$ cat src/rtl/game_pkg.sv
// Shared types and constants for the game countdown timer slice.
package game_pkg;

   typedef enum logic [1:0] {
      ST_IDLE     = 2'd0,
      ST_COUNTING = 2'd1,
      ST_PAUSED   = 2'd2,
      ST_EXPIRED  = 2'd3
   } timer_state_e;

   localparam int unsigned GAME_SECONDS_DEF = 30;
   localparam int unsigned WARN_SECONDS_DEF = 5;

   function automatic int unsigned cnt_width(input int unsigned game_seconds);
      return (game_seconds < 2) ? 1 : $clog2(game_seconds + 1);
   endfunction

   // Two-digit BCD of a constant below 100, tens in the upper nibble.
   function automatic logic [7:0] to_bcd(input int unsigned v);
      logic [3:0] tens;
      logic [3:0] ones;
      tens = 4'(v / 10);
      ones = 4'(v % 10);
      return {tens, ones};
   endfunction

endpackage

$ cat src/rtl/game_countdown_timer_if.sv
// Control/status bundle between the game controller and the countdown timer.
// Optional BCD outputs exist only when GAME_TIMER_BCD_EN is defined.
interface game_countdown_timer_if #(
   parameter int unsigned CNT_W = 6
);
   logic             start;
   logic             pause;
   logic             abort;
   logic [CNT_W-1:0] seconds_left;
   logic             running;
   logic             timer_expired;
   logic             expired_pulse;
   logic             warning;
`ifdef GAME_TIMER_BCD_EN
   logic [3:0]       bcd_tens;
   logic [3:0]       bcd_ones;
`endif

   modport master (
      output start, pause, abort,
      input  seconds_left, running, timer_expired, expired_pulse, warning
`ifdef GAME_TIMER_BCD_EN
      , bcd_tens, bcd_ones
`endif
   );

   modport slave (
      input  start, pause, abort,
      output seconds_left, running, timer_expired, expired_pulse, warning
`ifdef GAME_TIMER_BCD_EN
      , bcd_tens, bcd_ones
`endif
   );
endinterface

$ cat src/rtl/game_countdown_timer_tick_sync_edge.sv
// 2-flop synchronizer plus registered rising-edge detector for slow async inputs.
// pulse_out is a one-cycle strobe three clocks after the input rise is sampled.
module tick_sync_edge (
   input  logic clk,
   input  logic reset,
   input  logic async_in,
   output logic pulse_out
);
   logic [2:0] sync_q;
   logic       pulse_q;

   always_ff @(posedge clk) begin
      if (reset) begin
         sync_q  <= '0;
         pulse_q <= 1'b0;
      end else begin
         sync_q  <= {sync_q[1:0], async_in};
         pulse_q <= sync_q[1] & ~sync_q[2];
      end
   end

   assign pulse_out = pulse_q;
endmodule

$ cat src/rtl/game_countdown_timer.sv
// Game countdown timer: re-timed 1 Hz ticks drive a pausable/abortable countdown.
// Define GAME_TIMER_BCD_EN to add a parallel BCD down-counter on bcd_tens/bcd_ones.
module game_countdown_timer
   import game_pkg::*;
#(
   parameter int unsigned GAME_SECONDS = GAME_SECONDS_DEF,
   parameter int unsigned WARN_SECONDS = WARN_SECONDS_DEF,
   parameter int unsigned CNT_W        = 6
) (
   input  logic                   clk,
   input  logic                   reset,
   input  logic                   tick_1hz,
   game_countdown_timer_if.slave  tmr
);
   localparam logic [CNT_W-1:0] RELOAD   = CNT_W'(GAME_SECONDS);
   localparam logic [CNT_W-1:0] WARN_CNT = CNT_W'(WARN_SECONDS);
   localparam logic [CNT_W-1:0] ONE      = CNT_W'(1);

   logic             sec_tick;
   timer_state_e     state_q, state_d;
   logic [CNT_W-1:0] secs_q, secs_d;
   logic             running_q, expired_q, pulse_q, pulse_d, warn_q;
`ifdef GAME_TIMER_BCD_EN
   localparam logic [7:0] BCD_RELOAD = to_bcd(GAME_SECONDS);
   logic [7:0]       bcd_q, bcd_d;
`endif

   tick_sync_edge u_tick_sync (
      .clk       (clk),
      .reset     (reset),
      .async_in  (tick_1hz),
      .pulse_out (sec_tick)
   );

   always_comb begin
      state_d = state_q;
      secs_d  = secs_q;
      pulse_d = 1'b0;
`ifdef GAME_TIMER_BCD_EN
      bcd_d   = bcd_q;
`endif
      if (tmr.abort) begin
         state_d = ST_IDLE;
         secs_d  = RELOAD;
`ifdef GAME_TIMER_BCD_EN
         bcd_d   = BCD_RELOAD;
`endif
      end else begin
         unique case (state_q)
            ST_IDLE: begin
               secs_d = RELOAD;
`ifdef GAME_TIMER_BCD_EN
               bcd_d  = BCD_RELOAD;
`endif
               if (tmr.start) state_d = ST_COUNTING;
            end
            ST_COUNTING: begin
               // Pause wins over a coincident tick: that second is not charged.
               if (tmr.pause) begin
                  state_d = ST_PAUSED;
               end else if (sec_tick) begin
                  if (secs_q <= ONE) begin
                     secs_d  = '0;
                     state_d = ST_EXPIRED;
                     pulse_d = 1'b1;
`ifdef GAME_TIMER_BCD_EN
                     bcd_d   = '0;
`endif
                  end else begin
                     secs_d = secs_q - ONE;
`ifdef GAME_TIMER_BCD_EN
                     if (bcd_q[3:0] == 4'd0) bcd_d = {bcd_q[7:4] - 4'd1, 4'd9};
                     else                    bcd_d = {bcd_q[7:4], bcd_q[3:0] - 4'd1};
`endif
                  end
               end
            end
            ST_PAUSED: begin
               if (!tmr.pause) state_d = ST_COUNTING;
            end
            ST_EXPIRED: begin
               secs_d = '0;
               if (tmr.start) begin
                  state_d = ST_COUNTING;
                  secs_d  = RELOAD;
`ifdef GAME_TIMER_BCD_EN
                  bcd_d   = BCD_RELOAD;
`endif
               end
            end
            default: state_d = ST_IDLE;
         endcase
      end
   end

   // Status flags are derived from the next state so they move with it.
   always_ff @(posedge clk) begin
      if (reset) begin
         state_q   <= ST_IDLE;
         secs_q    <= RELOAD;
         running_q <= 1'b0;
         expired_q <= 1'b0;
         pulse_q   <= 1'b0;
         warn_q    <= 1'b0;
`ifdef GAME_TIMER_BCD_EN
         bcd_q     <= BCD_RELOAD;
`endif
      end else begin
         state_q   <= state_d;
         secs_q    <= secs_d;
         running_q <= (state_d == ST_COUNTING);
         expired_q <= (state_d == ST_EXPIRED);
         pulse_q   <= pulse_d;
         warn_q    <= ((state_d == ST_COUNTING) || (state_d == ST_PAUSED)) &&
                      (secs_d != '0) && (secs_d <= WARN_CNT);
`ifdef GAME_TIMER_BCD_EN
         bcd_q     <= bcd_d;
`endif
      end
   end

   assign tmr.seconds_left  = secs_q;
   assign tmr.running       = running_q;
   assign tmr.timer_expired = expired_q;
   assign tmr.expired_pulse = pulse_q;
   assign tmr.warning       = warn_q;
`ifdef GAME_TIMER_BCD_EN
   assign tmr.bcd_tens      = bcd_q[7:4];
   assign tmr.bcd_ones      = bcd_q[3:0];
`endif
endmodule

$ cat src/flat_wrapper.sv
// flat-port wrapper written by rule: the top's interface ports become plain ports
module game_countdown_timer_flat import game_pkg::*;
#(
   parameter int unsigned GAME_SECONDS = GAME_SECONDS_DEF,
   parameter int unsigned WARN_SECONDS = WARN_SECONDS_DEF,
   parameter int unsigned CNT_W        = 6
)
  (clk, reset, tick_1hz, tmr_start, tmr_pause, tmr_abort, tmr_seconds_left, tmr_running, tmr_timer_expired, tmr_expired_pulse, tmr_warning);
  game_countdown_timer_if #(.CNT_W(CNT_W)) tmr_i ();
  input  logic clk;
  input  logic reset;
  input  logic tick_1hz;
  input wire logic [$bits(tmr_i.start)-1:0] tmr_start;
  input wire logic [$bits(tmr_i.pause)-1:0] tmr_pause;
  input wire logic [$bits(tmr_i.abort)-1:0] tmr_abort;
  output wire logic [$bits(tmr_i.seconds_left)-1:0] tmr_seconds_left;
  output wire logic [$bits(tmr_i.running)-1:0] tmr_running;
  output wire logic [$bits(tmr_i.timer_expired)-1:0] tmr_timer_expired;
  output wire logic [$bits(tmr_i.expired_pulse)-1:0] tmr_expired_pulse;
  output wire logic [$bits(tmr_i.warning)-1:0] tmr_warning;
  assign tmr_i.start = tmr_start;
  assign tmr_i.pause = tmr_pause;
  assign tmr_i.abort = tmr_abort;
  assign tmr_seconds_left = tmr_i.seconds_left;
  assign tmr_running = tmr_i.running;
  assign tmr_timer_expired = tmr_i.timer_expired;
  assign tmr_expired_pulse = tmr_i.expired_pulse;
  assign tmr_warning = tmr_i.warning;
  game_countdown_timer #(.GAME_SECONDS(GAME_SECONDS), .WARN_SECONDS(WARN_SECONDS), .CNT_W(CNT_W)) u_core (.clk(clk), .reset(reset), .tick_1hz(tick_1hz), .tmr(tmr_i));
endmodule
$ cat config.mk
export PLATFORM = sky130hd
export DESIGN_NAME = game_countdown_timer_flat
export DESIGN_NICKNAME = d
export VERILOG_FILES = /design/src/rtl/game_pkg.sv /design/src/rtl/game_countdown_timer_if.sv /design/src/rtl/game_countdown_timer_tick_sync_edge.sv /design/src/rtl/game_countdown_timer.sv /design/src/flat_wrapper.sv
export SDC_FILE = /design/constraint.sdc
export NUM_CORES = 1
export LEC_CHECK = 0
export ABC_CLOCK_PERIOD_IN_PS = 3800
export BUFFER_PORTS_ARGS = -buffer_cell sky130_fd_sc_hd__buf_4
export CAP_MARGIN = 20
export CORE_MARGIN = 2
export CORE_UTILIZATION = 57
export DETAILED_ROUTE_END_ITERATION = 8
export PLACE_DENSITY = 0.81
export SETUP_SLACK_MARGIN = 0.1
export SYNTH_ARGS = -nofsm -noshare
export SYNTH_HDL_FRONTEND = slang
export SYNTH_SLANG_ARGS = --single-unit
$ cat constraint.sdc
create_clock -name clk -period 3.8 [get_ports clk]
set_input_delay 0.19 -clock clk [delete_from_list [all_inputs] [get_ports clk]]
set_output_delay 0.19 -clock clk [all_outputs]
set_load 0.005 [all_outputs]
==> results of run 1 <==
[cell type report]
class / count / area share
Multi-Input combinational cell: 76 / 0.520
Sequential cell: 16 / 0.304
Clock buffer: 3 / 0.0214
Tap cell: 16 / 0.0190
Inverter: 8 / 0.0285
Timing Repair Buffer: 15 / 0.107
[path summary, 6_finish.rpt]
path	start	endpoint	slack (ns)
hold / removal	tick_1hz	u_core.u_tick_sync.sync_q[0]	0.12
setup reg to reg	u_core.tmr.seconds_left[2]	u_core.tmr.warning	1.49
setup / recovery	u_core.tmr.seconds_left[2]	u_core.tmr.warning	1.49
hold reg to reg	u_core.u_tick_sync.sync_q[2]	u_core.u_tick_sync.pulse_out	0.39
[state kept, by name, indices dropped and copies added (netlist names)]
register	flops
u_core.tmr.timer_expired	1
u_core.u_tick_sync.pulse_out	1
u_core.tmr.running	1
u_core.tmr.expired_pulse	1
u_core.u_tick_sync.sync_q	3
u_core.tmr.warning	1
u_core.state_q	2
u_core.tmr.seconds_left	6
[worst max-delay path, cell delays in order, from the launching register on]
cell and delay (ns):
dfxtp_1 0.38, or3_1 0.48, o31a_1 0.37, a221oi_2 0.33, ha_1 0.29, inv_1 0.05, o211ai_1 0.08, and4bb_1 0.27
[synth_stat cells, drive strengths merged, types with 2 or more instances]
cell type / number / share of area
nand2: 5 / 0.021
o211ai: 3 / 0.025
nand2b: 2 / 0.014
o21ai: 3 / 0.016
ha: 8 / 0.11
nand3: 2 / 0.011
nor2b: 9 / 0.062
clkbuf: 3 / 0.012
nor3: 4 / 0.022
nor2: 7 / 0.029
a21oi: 7 / 0.038
dfxtp: 16 / 0.35
o21bai: 3 / 0.025
inv: 8 / 0.033
[placed cells by master, fill, tap and decap left out, drive strengths merged, types with 2 or more instances in the layout]
| cell | instances |
|---|---|
| dfxtp | 16 |
| ha | 8 |
| buf | 15 |
| o21bai | 3 |
| nand2b | 2 |
| nand3 | 2 |
| nand2 | 5 |
| a21oi | 7 |
| inv | 8 |
| nor3 | 4 |
| o21ai | 3 |
| o211ai | 3 |
| nor2b | 9 |
| clkbuf | 3 |
| nor2 | 7 |
[power by group]
group | switching (uW) | total, uW | internal (uW)
Clock | 49.7 | 86.6 | 36.9
Combinational | 24.5 | 45.1 | 20.6
Sequential | 3.31 | 175 | 172
Total | 77.5 | 307 | 229
[metal layers]
layer	vias up	track usage	share of wire
li1	406	-	-
met1	377	0.323	0.48
met2	19	0.326	0.46
met3	5	0.0245	0.037
met4	0	0.133	0.019
met5	-	0	0
[per-stage QoR]
| step | power [uW] | util | std cells |
|---|---|---|---|
| final | 307 | 0.699 | 134 |
| after global routing | 320 | 0.699 | 134 |
| after CTS | 310 | 0.699 | 134 |
| after detailed placement | 224 | 0.684 | 131 |
| after global placement | 223 | 0.684 | 131 |
| after floorplan | 207 | - | 104 |
[cell families after synthesis]
kind of cell / share of synthesized area
buf+inv: 0.0506
fa+ha+maj: 0.109
compound gates: 0.265
flops: 0.350
simple gates: 0.224
==> impl_metrics.json, run 1 <==
{
  "status": "completed",
  "critPathRequiredTime_ns": 4.03,
  "die_x_um": 44.1,
  "holdPathStages": 2,
  "die_y_um": 44.1,
  "setup_violations": 0,
  "vias_per_cell": 6.02,
  "hold_class": "input pin to flip-flop",
  "cts_max_level": 1,
  "drc": 0,
  "avgRoutedWirePerCell_um": 14.7,
  "cts_hold_buf": 0,
  "post-route-period-util": 0.608,
  "drt_first_pass_iters": 4,
  "post-route-min-period_ns": 2.31,
  "powerDensity_nw_per_um2": 291,
  "ys_seq_area_frac": 0.350,
  "pre_cts_ws_ns": 1.52,
  "grt_max_degree": 13,
  "gp_congestion": 0.912,
  "fin_hold_ws_ns": 0.120,
  "synth_seq_cells": 16,
  "rsz0062_at_grt": "no",
  "clock_path_buffers": 2,
  "rows": 14,
  "synth_cell_types": 38,
  "slew_headroom": 0.664,
  "synth.net_count": 118,
  "track_usage": 0.225,
  "ir_drop_mv": 0.208,
  "clkTransAtPathRegs_ns": 0.08,
  "areaGrowthSynthToFinish_pct": 15.2,
  "drt_iter0_markers": 18,
  "path_max_fanout": 7,
  "cts_resized": 0,
  "ff_latch_area_um2": 320,
  "place_hpwl_mm": 1.48,
  "clock_skew_ns": 0.00240,
  "grt_pass1_vias": 723,
  "grt-ovfl-total": 0,
  "multi_input_area_um2": 548,
  "cts_setup_buffers": 0,
  "synth_edf_count": 0,
  "synthFlopType": "dfxtp_1",
  "numCtsBuffers": 3,
  "p_leak_uw": 0.000430,
  "fillers": 123,
  "placed_area_um2": 1030,
  "worstPathArrival_ns": 2.54,
  "wirelength_mm": 1.97,
  "tns_ns": 0,
  "start_kind": "flip-flop",
  "clock-sinks": 16,
  "die_area_um2": 1940,
  "fin_area_um2": 1050,
  "ant_nets": 0,
  "max_cap_viol_count": 0,
  "drive_above_1_share": 0.169,
  "yosys_warnings": 0,
  "synthCells": 104,
  "clk_latency_ns": 0.29,
  "critPathKind": "flip-flop to flip-flop",
  "setup_slack_ns": 1.49,
  "reg2reg_depth": 7,
  "avgSynthCellArea_um2": 8.79,
  "portBuffers": 15,
  "antenna_found_initial": 0,
  "cts_root_buffer": "clkbuf_4",
  "num_vias": 807,
  "initial_core_util": 0.607,
  "grt_pass1_wl_mm": 3.21,
  "cp-end-kind": "flip-flop",
  "drv_slew": 0,
  "worst_pin_slew_ns": 0.501,
  "finalHoldViolations": 0,
  "final_nets": 134,
  "io_pins": 16,
  "insertedDiodeCount": 0,
  "synthesis.area_um2": 915,
  "max_clock_freq_mhz": 433,
  "synth-async-reset-ratio": 0,
  "fp.coreArea_um2": 1510,
  "cts_tree": "done"
}
No activity file was read; power rests on OpenSTA's default activity.
==> run 2: changes to the inputs <==
--- a/config.mk
+++ b/config.mk
@@ -5,13 +5,14 @@
 export SDC_FILE = /design/constraint.sdc
 export NUM_CORES = 1
 export LEC_CHECK = 0
-export ABC_CLOCK_PERIOD_IN_PS = 3800
+export ABC_AREA = 1
+export ABC_CLOCK_PERIOD_IN_PS = 2200
 export BUFFER_PORTS_ARGS = -buffer_cell sky130_fd_sc_hd__buf_4
 export CAP_MARGIN = 20
 export CORE_MARGIN = 2
-export CORE_UTILIZATION = 57
+export CORE_UTILIZATION = 54
 export DETAILED_ROUTE_END_ITERATION = 8
-export PLACE_DENSITY = 0.81
+export PLACE_DENSITY = 0.77
 export SETUP_SLACK_MARGIN = 0.1
 export SYNTH_ARGS = -nofsm -noshare
 export SYNTH_HDL_FRONTEND = slang
==> constraint.sdc (replaced) <==
create_clock -name clk -period 2.2 [get_ports clk]
set_input_delay 0.11 -clock clk [delete_from_list [all_inputs] [get_ports clk]]
set_output_delay 0.11 -clock clk [all_outputs]
set_load 0.005 [all_outputs]
==> impl_metrics.json, run 2 <==
{
  "initial_core_util": 0.561,
  "synth.top_cell.area_share": 0.338,
  "numCtsBuffers": 3,
  "final_common_cell": "nand2_1",
  "hold_class": "input pin to flip-flop",
  "yosys-top-cells-area": "dfxtp_1 34%, nand2_1 13%, ha_1 11%",
  "synth-async-reset-ratio": 0,
  "clock-sinks": 16,
  "total_power_uw": 574,
  "io_pins": 16,
  "holdPathStages": 3,
  "portBuffers": 15,
  "place_hpwl_mm": 1.67,
  "cts_resized": 0,
  "dp.cells": 176,
  "vias_per_cell": 5.14,
  "rsz0062_at_grt": "no",
  "min-delay-start": "tick_1hz",
  "avgRoutedWirePerCell_um": 11.6,
  "reg2reg_slack_ns": 0.22,
  "insertedDiodeCount": 0,
  "start_kind": "flip-flop",
  "clk_latency_ns": 0.28,
  "rows": 15,
  "worst_pin_slew_ns": 0.273,
  "die_area_um2": 2100,
  "cts_root_buffer": "clkbuf_4",
  "yosys-top-cells-count": "33 x nand2_1, 24 x nor2_1, 21 x inv_1",
  "max_cap_viol_count": 0,
  "ys_seq_area_frac": 0.338,
  "synthAdderAreaFrac": 0.106,
  "fin_area_um2": 1120,
  "path_max_fanout": 6,
  "placed_area_um2": 1080,
  "clkTransAtPathRegs_ns": 0.09,
  "drc": 0,
  "status": "completed",
  "gp_congestion": 0.925,
  "clock_skew_ns": 0.00138,
  "yosys_warnings": 0,
  "slew_headroom": 0.818,
  "powerDensity_nw_per_um2": 512,
  "p_leak_uw": 0.000556,
  "drt_first_pass_iters": 4,
  "num_vias": 926,
  "tns_ns": 0,
  "final_util": 0.664,
  "post-route-period-util": 0.898,
  "cts_tree": "done",
  "worstPathArrival_ns": 2.20,
  "setup_violations": 0,
  "grt_pass1_wl_mm": 3.40,
  "yosysMostFrequentCell": "nand2_1",
  "cts_hold_buf": 0,
  "critPathKind": "flip-flop to flip-flop",
  "synthFlopType": "dfxtp_1",
  "ant_nets": 0,
  "synthesis.area_um2": 947,
  "final_nets": 178,
  "reg2reg_depth": 15,
  "synthCells": 145,
  "synth_top_family_by_area": "simple AND/OR/NAND/NOR gates",
  "post-route-min-period_ns": 1.98,
  "max_clock_freq_mhz": 506,
  "synth_edf_count": 0,
  "final_cell_count_no_fill": 180,
  "drive_above_1_share": 0.221,
  "die_x_um": 45.9,
  "grt_max_degree": 12,
  "wirelength_mm": 2.08,
  "synthMuxAreaShare": 0,
  "synth_cell_types": 20,
  "synth.net_count": 159,
  "avgSynthCellArea_um2": 6.53,
  "synth_compound_area_frac": 0.0898,
  "r2r_start": "u_core.tmr.seconds_left[0]",
  "grt_pass1_vias": 823,
  "yosys.area.top_type": "dfxtp_1",
  "antenna_found_initial": 0,
  "drv_slew": 0,
  "ir_drop_mv": 0.539,
  "die_y_um": 45.9,
  "clock_path_buffers": 2,
  "fp.coreArea_um2": 1690,
  "crit_start": "u_core.tmr.seconds_left[0]",
  "finalHoldViolations": 0,
  "cts_max_level": 1,
  "areaGrowthSynthToFinish_pct": 18.4,
  "cts_setup_buffers": 0,
  "drt_iter0_markers": 22,
  "critPathRequiredTime_ns": 2.43,
  "synth_seq_cells": 16,
  "largest_reg_flops": 6,
  "track_usage": 0.220,
  "synthSimpleGateAreaFrac": 0.355,
  "grt-ovfl-total": 0,
  "synth_xor_area_frac": 0,
  "mostFrequentLayoutCells": "33 x nand2_1, 23 x nor2_1, 21 x inv_1",
  "cp-end-kind": "flip-flop"
}
[run 2: cell families after synthesis]
family,after synthesis
simple gates,78
buf+inv,28
flops,16
compound gates,15
fa+ha+maj,8
[run 2: final timing paths]
check,end
worst min-delay path,u_core.u_tick_sync.sync_q[0]
worst min register to register,u_core.u_tick_sync.pulse_out
worst max-delay path,u_core.tmr.warning
worst max register to register,u_core.tmr.warning
[run 2: power breakdown]
group	total [uW]	leakage, uW	switching (uW)	internal (uW)
clock	193	0.0000210	92.5	101
combinational	78.5	0.000405	47.7	30.9
sequential	303	0.000130	5.92	297
total	574	0.000556	146	428
[run 2: critical path: stages (launching register included)]
cell and delay [ns]:
dfxtp_2 0.35, inv_2 0.10, ha_2 0.22, inv_1 0.04
nand2_1 0.08, nand3_1 0.12, o21ai_1 0.16, nand2_1 0.07
nand2_1 0.05, nand3_1 0.12, ha_1 0.30, inv_1 0.05
nand2_1 0.05, nor2_1 0.08, nand2_1 0.06, nor2_2 0.08
[run 2: cell type report]
cell class | count | area [um2]
repair buffers | 15 | 113
clock buffers | 4 | 36.3
multi-input cells | 101 | 527
inverters | 27 | 101
fillers | 163 | 568
flip-flops and latches | 16 | 323
well taps | 17 | 21.3
[run 2: through the flow]
| stage | hold slack [ns] | setup slack (ns) |
|---|---|---|
| global route | 0.0373 | 0.104 |
| global placement | 0.319 | 0.223 |
| detailed placement | 0.326 | 0.160 |
| CTS | 0.0282 | 0.139 |
| floorplan | 0.217 | 0.327 |
| finish | 0.0228 | 0.225 |
[run 2: metal layers]
metal | up-vias | global-route usage | share of wire
met4 | 0 | 0.0971 | 0.016
li1 | 485 | - | -
met1 | 416 | 0.288 | 0.46
met2 | 21 | 0.367 | 0.49
met3 | 4 | 0.0159 | 0.032
met5 | - | 0 | 0
==> run 3: changes to the inputs <==
--- a/config.mk
+++ b/config.mk
@@ -12,7 +12,8 @@
 export CORE_MARGIN = 2
 export CORE_UTILIZATION = 54
 export DETAILED_ROUTE_END_ITERATION = 8
-export PLACE_DENSITY = 0.77
+export GPL_ROUTABILITY_DRIVEN = 0
+export PLACE_DENSITY = 0.76
 export SETUP_SLACK_MARGIN = 0.1
 export SYNTH_ARGS = -nofsm -noshare
 export SYNTH_HDL_FRONTEND = slang
==> impl_metrics.json, run 3 (synthesized netlist as in run 2, its figures left out) <==
{
  "status": "completed",
  "comb_power_share": 0.141,
  "initial_core_util": 0.561,
  "die_x_um": 45.9,
  "slowest_delay_ns": 0.36,
  "insertedDiodeCount": 0,
  "internal_power_uw": 430,
  "post-route-min-period_ns": 1.95,
  "die_area_um2": 2100,
  "post-route-period-util": 0.884,
  "p_switching_uw": 139,
  "fillers": 157,
  "min-delay-start": "tick_1hz",
  "seqPwrFrac": 0.531,
  "cts_tree": "done",
  "cp_num_buf_inv": 3,
  "max_clock_freq_mhz": 514,
  "clk_latency_ns": 0.28,
  "ir_drop_mv": 0.467,
  "worst_pin_slew_ns": 0.272,
  "largest_reg_flops": 6,
  "portBuffers": 15,
  "final_util": 0.675,
  "tns_ns": 0,
  "met1_usage": 0.269,
  "path_max_fanout": 4,
  "grt_use_met3": 0.0159,
  "crit_chain": "inv_1, ha_1, inv_1, nand2_1, nand3_1, nor2_2, nor2_2, o21a_1, nor2_2, ha_1, inv_1, nand2_1, nor2_1, nand2_1, nor2_2",
  "cp_common_cell": "nor2_2",
  "grt_max_degree": 12,
  "drt_first_pass_iters": 4,
  "grt-ovfl-total": 0,
  "place_hpwl_mm": 1.64,
  "clockPowerShare": 0.328,
  "drive_above_1_share": 0.232,
  "numCtsBuffers": 3,
  "areaGrowthSynthToFinish_pct": 20.3,
  "rsz0062_at_grt": "no",
  "critPathKind": "flip-flop to flip-flop",
  "vias_per_cell": 5.07,
  "track_usage": 0.214,
  "clock_path_buffers": 2,
  "p_leak_uw": 0.000563,
  "wirelength_mm": 1.98,
  "grt_pass1_vias": 833,
  "cts_max_level": 1,
  "rows": 15,
  "globalRoute.busiestLayer": "met2",
  "drv_slew": 0,
  "setup_violations": 0,
  "final_common_cell": "nand2_1",
  "crit_start": "u_core.tmr.seconds_left[1]",
  "clkTransAtPathRegs_ns": 0.08,
  "worstPathArrival_ns": 2.17,
  "swShare": 0.245,
  "start_kind": "flip-flop",
  "clock-sinks": 16,
  "cts_root_buffer": "clkbuf_4",
  "slew_headroom": 0.818,
  "ant_nets": 0,
  "io_pins": 16,
  "powerDensity_nw_per_um2": 499,
  "finalHoldViolations": 0,
  "antenna_found_initial": 0,
  "cts_setup_buffers": 0,
  "mostFrequentLayoutCells": "33 x nand2_1, 23 x nor2_1, 21 x inv_1",
  "max_cap_viol_count": 0,
  "r2r_start": "u_core.tmr.seconds_left[1]",
  "drt_iter0_markers": 22,
  "critPathTopFamily": "simple AND/OR/NAND/NOR gates",
  "drc": 0,
  "avgRoutedWirePerCell_um": 10.9,
  "slowest_stage": "dfxtp_2",
  "hold_class": "input pin to flip-flop",
  "clock_skew_ns": 0.00408,
  "final_nets": 179,
  "grt_pass1_wl_mm": 3.28,
  "num_vias": 917,
  "cp-end-kind": "flip-flop",
  "fp.coreArea_um2": 1690,
  "critPathRequiredTime_ns": 2.42,
  "grt_util_met2": 0.356,
  "die_y_um": 45.9
}
==> run 3: changes by cell type in the layout (fill, tap and decap cells not counted), sizes merged <==
cell	delta
buf	+1
==> run 3: final cells by class <==
cell class	instances	area [um2]	share of cell area
clock buffers	4	36.3	0.0318
inverters	27	101	0.0889
multi-input cells	101	537	0.471
flip-flops and latches	16	324	0.284
well taps	17	21.3	0.0187
repair buffers	16	120	0.105
==> run 3: worst paths after layout <==
path / endpoint / slack, ns / depth (start not counted)
setup / recovery: u_core.tmr.warning / 0.25 / 15
hold / removal: u_core.u_tick_sync.sync_q[0] / 0.04 / 3
hold reg to reg: u_core.u_tick_sync.pulse_out / 0.40 / 1
setup reg to reg: u_core.tmr.warning / 0.25 / 15
==> run 3: power by group through the flow <==
stage / Clock [uW] / Combinational [uW] / Sequential [uW]
6_report: 186 / 80.3 / 302
5_1_grt: 206 / 91.1 / 303
4_1_cts: 193 / 78.3 / 302
3_5_place_dp: 0 / 78.1 / 309
3_3_place_gp: 0 / 77.1 / 308
2_1_floorplan: 0 / 50.7 / 308
==> run 3: tightest hold or removal path, cell delays in order <==
cell    delay [ns]
buf_4         0.08
inv_1         0.03
nor2_1        0.07
==> run 3: stage by stage <==
stage	total power [uW]	area, um2	hold WS [ns]	worst slack, ns	std cells
after floorplan	359	947	0.217	0.327	145
after global placement	386	1080	0.320	0.226	177
after detailed placement	387	1080	0.329	0.173	177
after CTS	573	1120	0.0321	0.153	181
after global routing	601	1140	0.0424	0.106	181
final	569	1140	0.0363	0.255	181
==> run 3: per-layer routing <==
layer | wire [um] | vias up | share of wire
met5 | 0 | - | 0
met4 | 36 | 0 | 0.018
met3 | 63 | 6 | 0.032
met2 | 924 | 21 | 0.47
met1 | 953 | 404 | 0.48
li1 | - | 486 | -
==> run 3: timing repair <==
action | in CTS | in global routing
setup endpoints to repair | 0 | 1
gates resized for setup | 0 | 7
hold buffers | 0 | 0
